## config.mk

```make
export PLATFORM = sky130hd
export DESIGN_NAME = fnd_mode_scheduler
export DESIGN_NICKNAME = d
export VERILOG_FILES = /design/src/rtl/fnd_mode_scheduler.sv
export SDC_FILE = /design/constraint.sdc
export NUM_CORES = 1
export LEC_CHECK = 0
export BUFFER_PORTS_ARGS = -buffer_cell sky130_fd_sc_hd__buf_2
export CORE_UTILIZATION = 55
export CTS_BUF_LIST = sky130_fd_sc_hd__clkbuf_4
export DETAILED_ROUTE_END_ITERATION = 10
export GPL_ROUTABILITY_DRIVEN = 0
export GPL_TIMING_DRIVEN = 1
export PLACE_DENSITY = 0.72
export RECOVER_POWER = 50
export SETUP_SLACK_MARGIN = 0.1
export SYNTH_ARGS = -nofsm -noshare
export SYNTH_HDL_FRONTEND = slang
export SYNTH_SLANG_ARGS = --single-unit
```

## constraint.sdc

```tcl
create_clock -name clk -period 5.5 [get_ports clk]
set_input_delay 0.275 -clock clk [delete_from_list [all_inputs] [get_ports clk]]
set_output_delay 0.275 -clock clk [all_outputs]
set_load 0.02 [all_outputs]
```

## src/rtl/fnd_mode_scheduler.sv

```systemverilog
// FND source sequencer: stopwatch / watch / SR04 / DHT11 with blanking and sensor freshness.
// Optional FND_SCHED_SKIP_STALE_EN: advance skips sensor modes whose data is stale.
module fnd_mode_scheduler #(
  parameter int TICK_DIV  = 100_000,
  parameter int ROTATE_MS = 3000,
  parameter int BLANK_MS  = 100,
  parameter int HOLD_MS   = 2000
) (
  input  logic       clk,
  input  logic       reset,
  input  logic       i_btn_next,
  input  logic       i_auto_en,
  input  logic       i_sr04_valid,
  input  logic       i_dht11_valid,
  output logic [1:0] o_mode,
  output logic       o_sel_display,
  output logic       o_sel_sensor,
  output logic       o_sw_3,
  output logic       o_blank,
  output logic [1:0] o_stale
);

  // state | meaning
  // SHOW  | o_mode on display, rotate timer running while auto enabled
  // BLANK | digits forced off, waiting BLANK_MS before committing pending mode

  localparam int PW = (TICK_DIV > 1) ? $clog2(TICK_DIV) : 1;
  localparam int RW = $clog2(ROTATE_MS + 1);
  localparam int BW = $clog2(BLANK_MS + 1);
  localparam int HW = $clog2(HOLD_MS + 1);

  localparam logic [PW-1:0] PRESC_MAX = PW'(TICK_DIV - 1);
  localparam logic [RW-1:0] ROT_MAX   = RW'(ROTATE_MS - 1);
  localparam logic [BW-1:0] BLK_MAX   = BW'(BLANK_MS - 1);
  localparam logic [HW-1:0] HOLD_MAX  = HW'(HOLD_MS);
  localparam logic [HW-1:0] HOLD_PRE  = HW'(HOLD_MS - 1);

  typedef enum logic {SHOW = 1'b0, BLANK = 1'b1} state_t;

  state_t        state, state_nxt;
  logic [PW-1:0] presc;
  logic          tick;
  logic [RW-1:0] rot_cnt;
  logic [BW-1:0] blk_cnt;
  logic [HW-1:0] hold_cnt [2];
  logic [1:0]    pend_mode;
  logic [1:0]    cand_mode;
  logic          req;
  logic          blank_done;
  logic [1:0]    valid;

  assign tick  = (presc == PRESC_MAX);
  assign valid = {i_dht11_valid, i_sr04_valid};

  always_comb begin
    state_nxt  = state;
    req        = 1'b0;
    blank_done = 1'b0;
    case (state)
      SHOW: begin
        req = i_btn_next | (tick & i_auto_en & (rot_cnt == ROT_MAX));
        if (req) state_nxt = BLANK;
      end
      BLANK: begin
        blank_done = tick & (blk_cnt == BLK_MAX);
        if (blank_done) state_nxt = SHOW;
      end
      default: state_nxt = SHOW;
    endcase
  end

`ifdef FND_SCHED_SKIP_STALE_EN
  logic [1:0] probe;
  logic       found;

  // Modes 0/1 always qualify, so the search only falls back to o_mode
  // in principle; a stale sensor mode is passed over.
  always_comb begin
    cand_mode = o_mode;
    found     = 1'b0;
    probe     = o_mode;
    for (int i = 1; i < 4; i++) begin
      probe = o_mode + 2'(i);
      if (!found && (!probe[1] || !o_stale[probe[0]])) begin
        cand_mode = probe;
        found     = 1'b1;
      end
    end
  end
`else
  always_comb begin
    cand_mode = o_mode + 2'd1;
  end
`endif

  always_ff @(posedge clk or posedge reset) begin
    if (reset) state <= SHOW;
    else       state <= state_nxt;
  end

  always_ff @(posedge clk or posedge reset) begin
    if (reset)     presc <= '0;
    else if (tick) presc <= '0;
    else           presc <= presc + 1'b1;
  end

  always_ff @(posedge clk or posedge reset) begin
    if (reset) begin
      o_mode        <= 2'd0;
      o_blank       <= 1'b0;
      o_sel_display <= 1'b0;
      o_sel_sensor  <= 1'b0;
      o_sw_3        <= 1'b0;
      rot_cnt       <= '0;
      blk_cnt       <= '0;
      pend_mode     <= 2'd0;
    end else begin
      case (state)
        SHOW: begin
          if (req) begin
            o_blank   <= 1'b1;
            blk_cnt   <= '0;
            rot_cnt   <= '0;
            pend_mode <= cand_mode;
          end else if (!i_auto_en) begin
            rot_cnt <= '0;
          end else if (tick) begin
            rot_cnt <= rot_cnt + 1'b1;
          end
        end
        BLANK: begin
          rot_cnt <= '0;
          if (blank_done) begin
            o_mode        <= pend_mode;
            o_blank       <= 1'b0;
            o_sel_display <= (pend_mode == 2'd1);
            o_sel_sensor  <= (pend_mode == 2'd3);
            o_sw_3        <= pend_mode[1];
          end else if (tick) begin
            blk_cnt <= blk_cnt + 1'b1;
          end
        end
        default: ;
      endcase
    end
  end

  // Freshness counters saturate at HOLD_MS; a valid pulse beats a coincident tick.
  always_ff @(posedge clk or posedge reset) begin
    if (reset) begin
      o_stale <= 2'b11;
      for (int i = 0; i < 2; i++) hold_cnt[i] <= '0;
    end else begin
      for (int i = 0; i < 2; i++) begin
        if (valid[i]) begin
          hold_cnt[i] <= '0;
          o_stale[i]  <= 1'b0;
        end else if (tick && (hold_cnt[i] != HOLD_MAX)) begin
          hold_cnt[i] <= hold_cnt[i] + 1'b1;
          if (hold_cnt[i] == HOLD_PRE) o_stale[i] <= 1'b1;
        end
      end
    end
  end

endmodule
```

==> results.sh <==
export IMPL_outcome="finished, violations left"
export IMPL_violations="capacitance limit, slew limit"
export IMPL_gr_usage_met3_pct=3.34
export IMPL_num_vias=3043
export IMPL_overflow=0
export IMPL_required_ps=5220
export IMPL_worstMarginPinSlew_ps=3550
export IMPL_synth_seq_area_share_pct=45.3
export IMPL_dieArea_mm2=0.00718
export IMPL_cp_end_kind="asynchronous set/reset pin"
export IMPL_setup_tns_ps=0
export IMPL_critPathKind="in -> async"
export IMPL_ys_flop_type="dfrtp_1"
export IMPL_utilization_pct=61.4
export IMPL_hold_path_class="in -> reg"
export IMPL_grt_max_degree=69
export IMPL_p_leak_nw=1.61
export IMPL_fin_crit_sh_pct=58.5
export IMPL_pin_count=14
export IMPL_wl_um=7480
export IMPL_drive_gt1_share_pct=11.7
export IMPL_ant_nets=0
export IMPL_clkTransAtPathRegs_ps=100
export IMPL_power_density_mw_per_mm2=212
export IMPL_cp_slowest_stage_delay_ps=2490
export IMPL_fin_area_mm2=0.00399
export IMPL_die_w_um=84.7
export IMPL_final_cell_mix="dfrtp_1 (66), nand3_1 (34), nand2_1 (29)"
export IMPL_place_area_mm2=0.00386
export IMPL_use_met1_pct=32.5
export IMPL_relSlewSlack_pct=-137
export IMPL_finalSetupViolCount=0
export IMPL_slowest_stage="clkbuf_1"
export IMPL_crit_chain="buf_2 > inv_1 > clkbuf_1"
export IMPL_async_flop_share_pct=100
export IMPL_syn_area_mm2=0.00376
export IMPL_area_growth_pct=5.88
export IMPL_avgSynthCellArea_um2=9.63
export IMPL_clk_path_buf_depth=2
export IMPL_cts_root_buffer="clkbuf_4"
export IMPL_clk_insertion_delay_late_ps=420
export IMPL_grt_util_met2_pct=35.0
export IMPL_synth_edf_count=0
export IMPL_drc_errors=0
export IMPL_final_common_cell="dfrtp_1"
export IMPL_dr_pass1_iters=6
export IMPL_power_mw=0.844
export IMPL_cts_sinks=68
export IMPL_core_area_mm2=0.00649
export IMPL_instances_no_fill=478
export IMPL_grt_use_total_pct=22.9
export IMPL_std_cell_rows=29
export IMPL_nNetsFinal=409
export IMPL_crit_fanout=68
export IMPL_cts_tree="done"
export IMPL_post_cts_resized=0
export IMPL_antenna_found_initial=0
export IMPL_ir_drop_mv=0.137
export IMPL_rsz0062_at_grt="no"
export IMPL_hpwl_um=4970
export IMPL_grt_first_pass_wirelength_um=13000
export IMPL_hold_violations=0
export IMPL_grt_pass1_vias=2814
export IMPL_netlist_instances=391
export IMPL_wl_per_cell_um=15.6
export IMPL_crit_path_start_kind="input port"
export IMPL_dp_cells=462
export IMPL_htreeDepth=3
export IMPL_fin_worst_skew_ps=16.5
export IMPL_yosysUniqueCellTypes=58
export IMPL_cap_violations=1
export IMPL_n_antenna_cell=0
export IMPL_yosysWarnings=0
export IMPL_die_y_um=84.7
export IMPL_multiInputGateArea_mm2=0.00193
export IMPL_worstPathArrival_ps=2940
export IMPL_fmax_mhz=311
export IMPL_start_util_pct=58.0
export IMPL_drtIter0Drc=202
export IMPL_cts_buffers=9
export IMPL_post_cts_setup_buffer_count=0
export IMPL_port_buffers=13
export IMPL_cts_hold_buf=0
export IMPL_seq_area_mm2=0.00170
export IMPL_period_minus_slack_ps=3220
export IMPL_vias_per_cell=6.37
export IMPL_fillers=565
export IMPL_synth_net_count=404
export IMPL_ys_ff_latch=68
export IMPL_slew_viol_final=69
export IMPL_top_usage_layer="met2"
[registers in the layout, indices dropped and copies added (netlist names)]
name           cells
hold_cnt          22
o_sel_display      1
presc             17
o_sel_sensor       1
pend_mode          2
blk_cnt            7
o_blank            1
o_mode             2
rot_cnt           12
state              1
o_stale            2
[cell usage after synthesis (all sizes together), types with 6 or more instances]
cell,n,area [µm²]
o31ai,10,75.1
nor2,15,56.3
nor3,8,40.0
nand2,29,109
a21oi,21,105
or4,12,90.1
dfrtp,66,1650
xnor2,9,78.8
ha,7,87.6
buf,6,31.3
nand3,35,188
o21a,6,45.0
inv,14,52.6
nand4,19,119
nor4,11,90.1
o21ai,18,90.1
clkbuf,15,56.3
o2111ai,8,70.1
xor2,8,70.1
or3,8,50.1
[routing by layer]
layer / routed length, µm / share of wire [%] / vias up
li1: - / - / 1489
met5: 0 / 0 / -
met4: 128 / 1.7 / 0
met3: 171 / 2.3 / 11
met2: 3450 / 46 / 31
met1: 3730 / 50 / 1512
[worst paths after layout]
path,end,start,cells past startpoint,slack (ps)
setup reg to reg,hold_cnt[5]$_DFFE_PP0P_,presc[6]$_DFF_PP0_,5,2360
setup / recovery,hold_cnt[15]$_DFFE_PP0P_,reset,3,2280
max in group clk,hold_cnt[5]$_DFFE_PP0P_,presc[6]$_DFF_PP0_,5,2360
hold reg to reg,presc[0]$_DFF_PP0_,presc[0]$_DFF_PP0_,1,490
min in group asynchronous,presc[3]$_DFF_PP0_,reset,3,1220
hold / removal,o_stale[0]$_DFFE_PP1P_,i_sr04_valid,2,160
[layout make-up]
class                   count  share of cell area (%)
multi-input cells         288                    48.4
repair buffers             15                    1.85
inverters                  14                    1.32
clock buffers              10                    1.88
well taps                  77                    2.42
clock inverters             6                    1.38
flip-flops and latches     68                    42.7
[critical path, delay by kind of cell]
kind / cells / cell delay (ps)
buffers and inverters: 3 / 2630
[where the power goes]
group	internal [mW]	total [mW]	leakage [nW]	switching, mW
sequential	0.503	0.506	0.913	0.00267
clock	0.139	0.315	0.0712	0.176
combinational	0.00548	0.0231	0.623	0.0176
[stage by stage]
step	hold slack (ps)	setup WS, ps
2_1_floorplan	338	3490
3_3_place_gp	459	2490
3_5_place_dp	475	2370
4_1_cts	116	2370
5_1_grt	158	1490
6_report	165	2280
[cell families after synthesis]
group           after synthesis  share of synthesized area (%)
mux                           7                           2.33
fa+ha+maj                     7                           2.33
compound gates               83                           15.0
buf+inv                      35                           3.72
simple gates                174                           27.4
xor+xnor                     17                           3.95
flops                        68                           45.3
No activity file was read; power rests on OpenSTA's default activity.
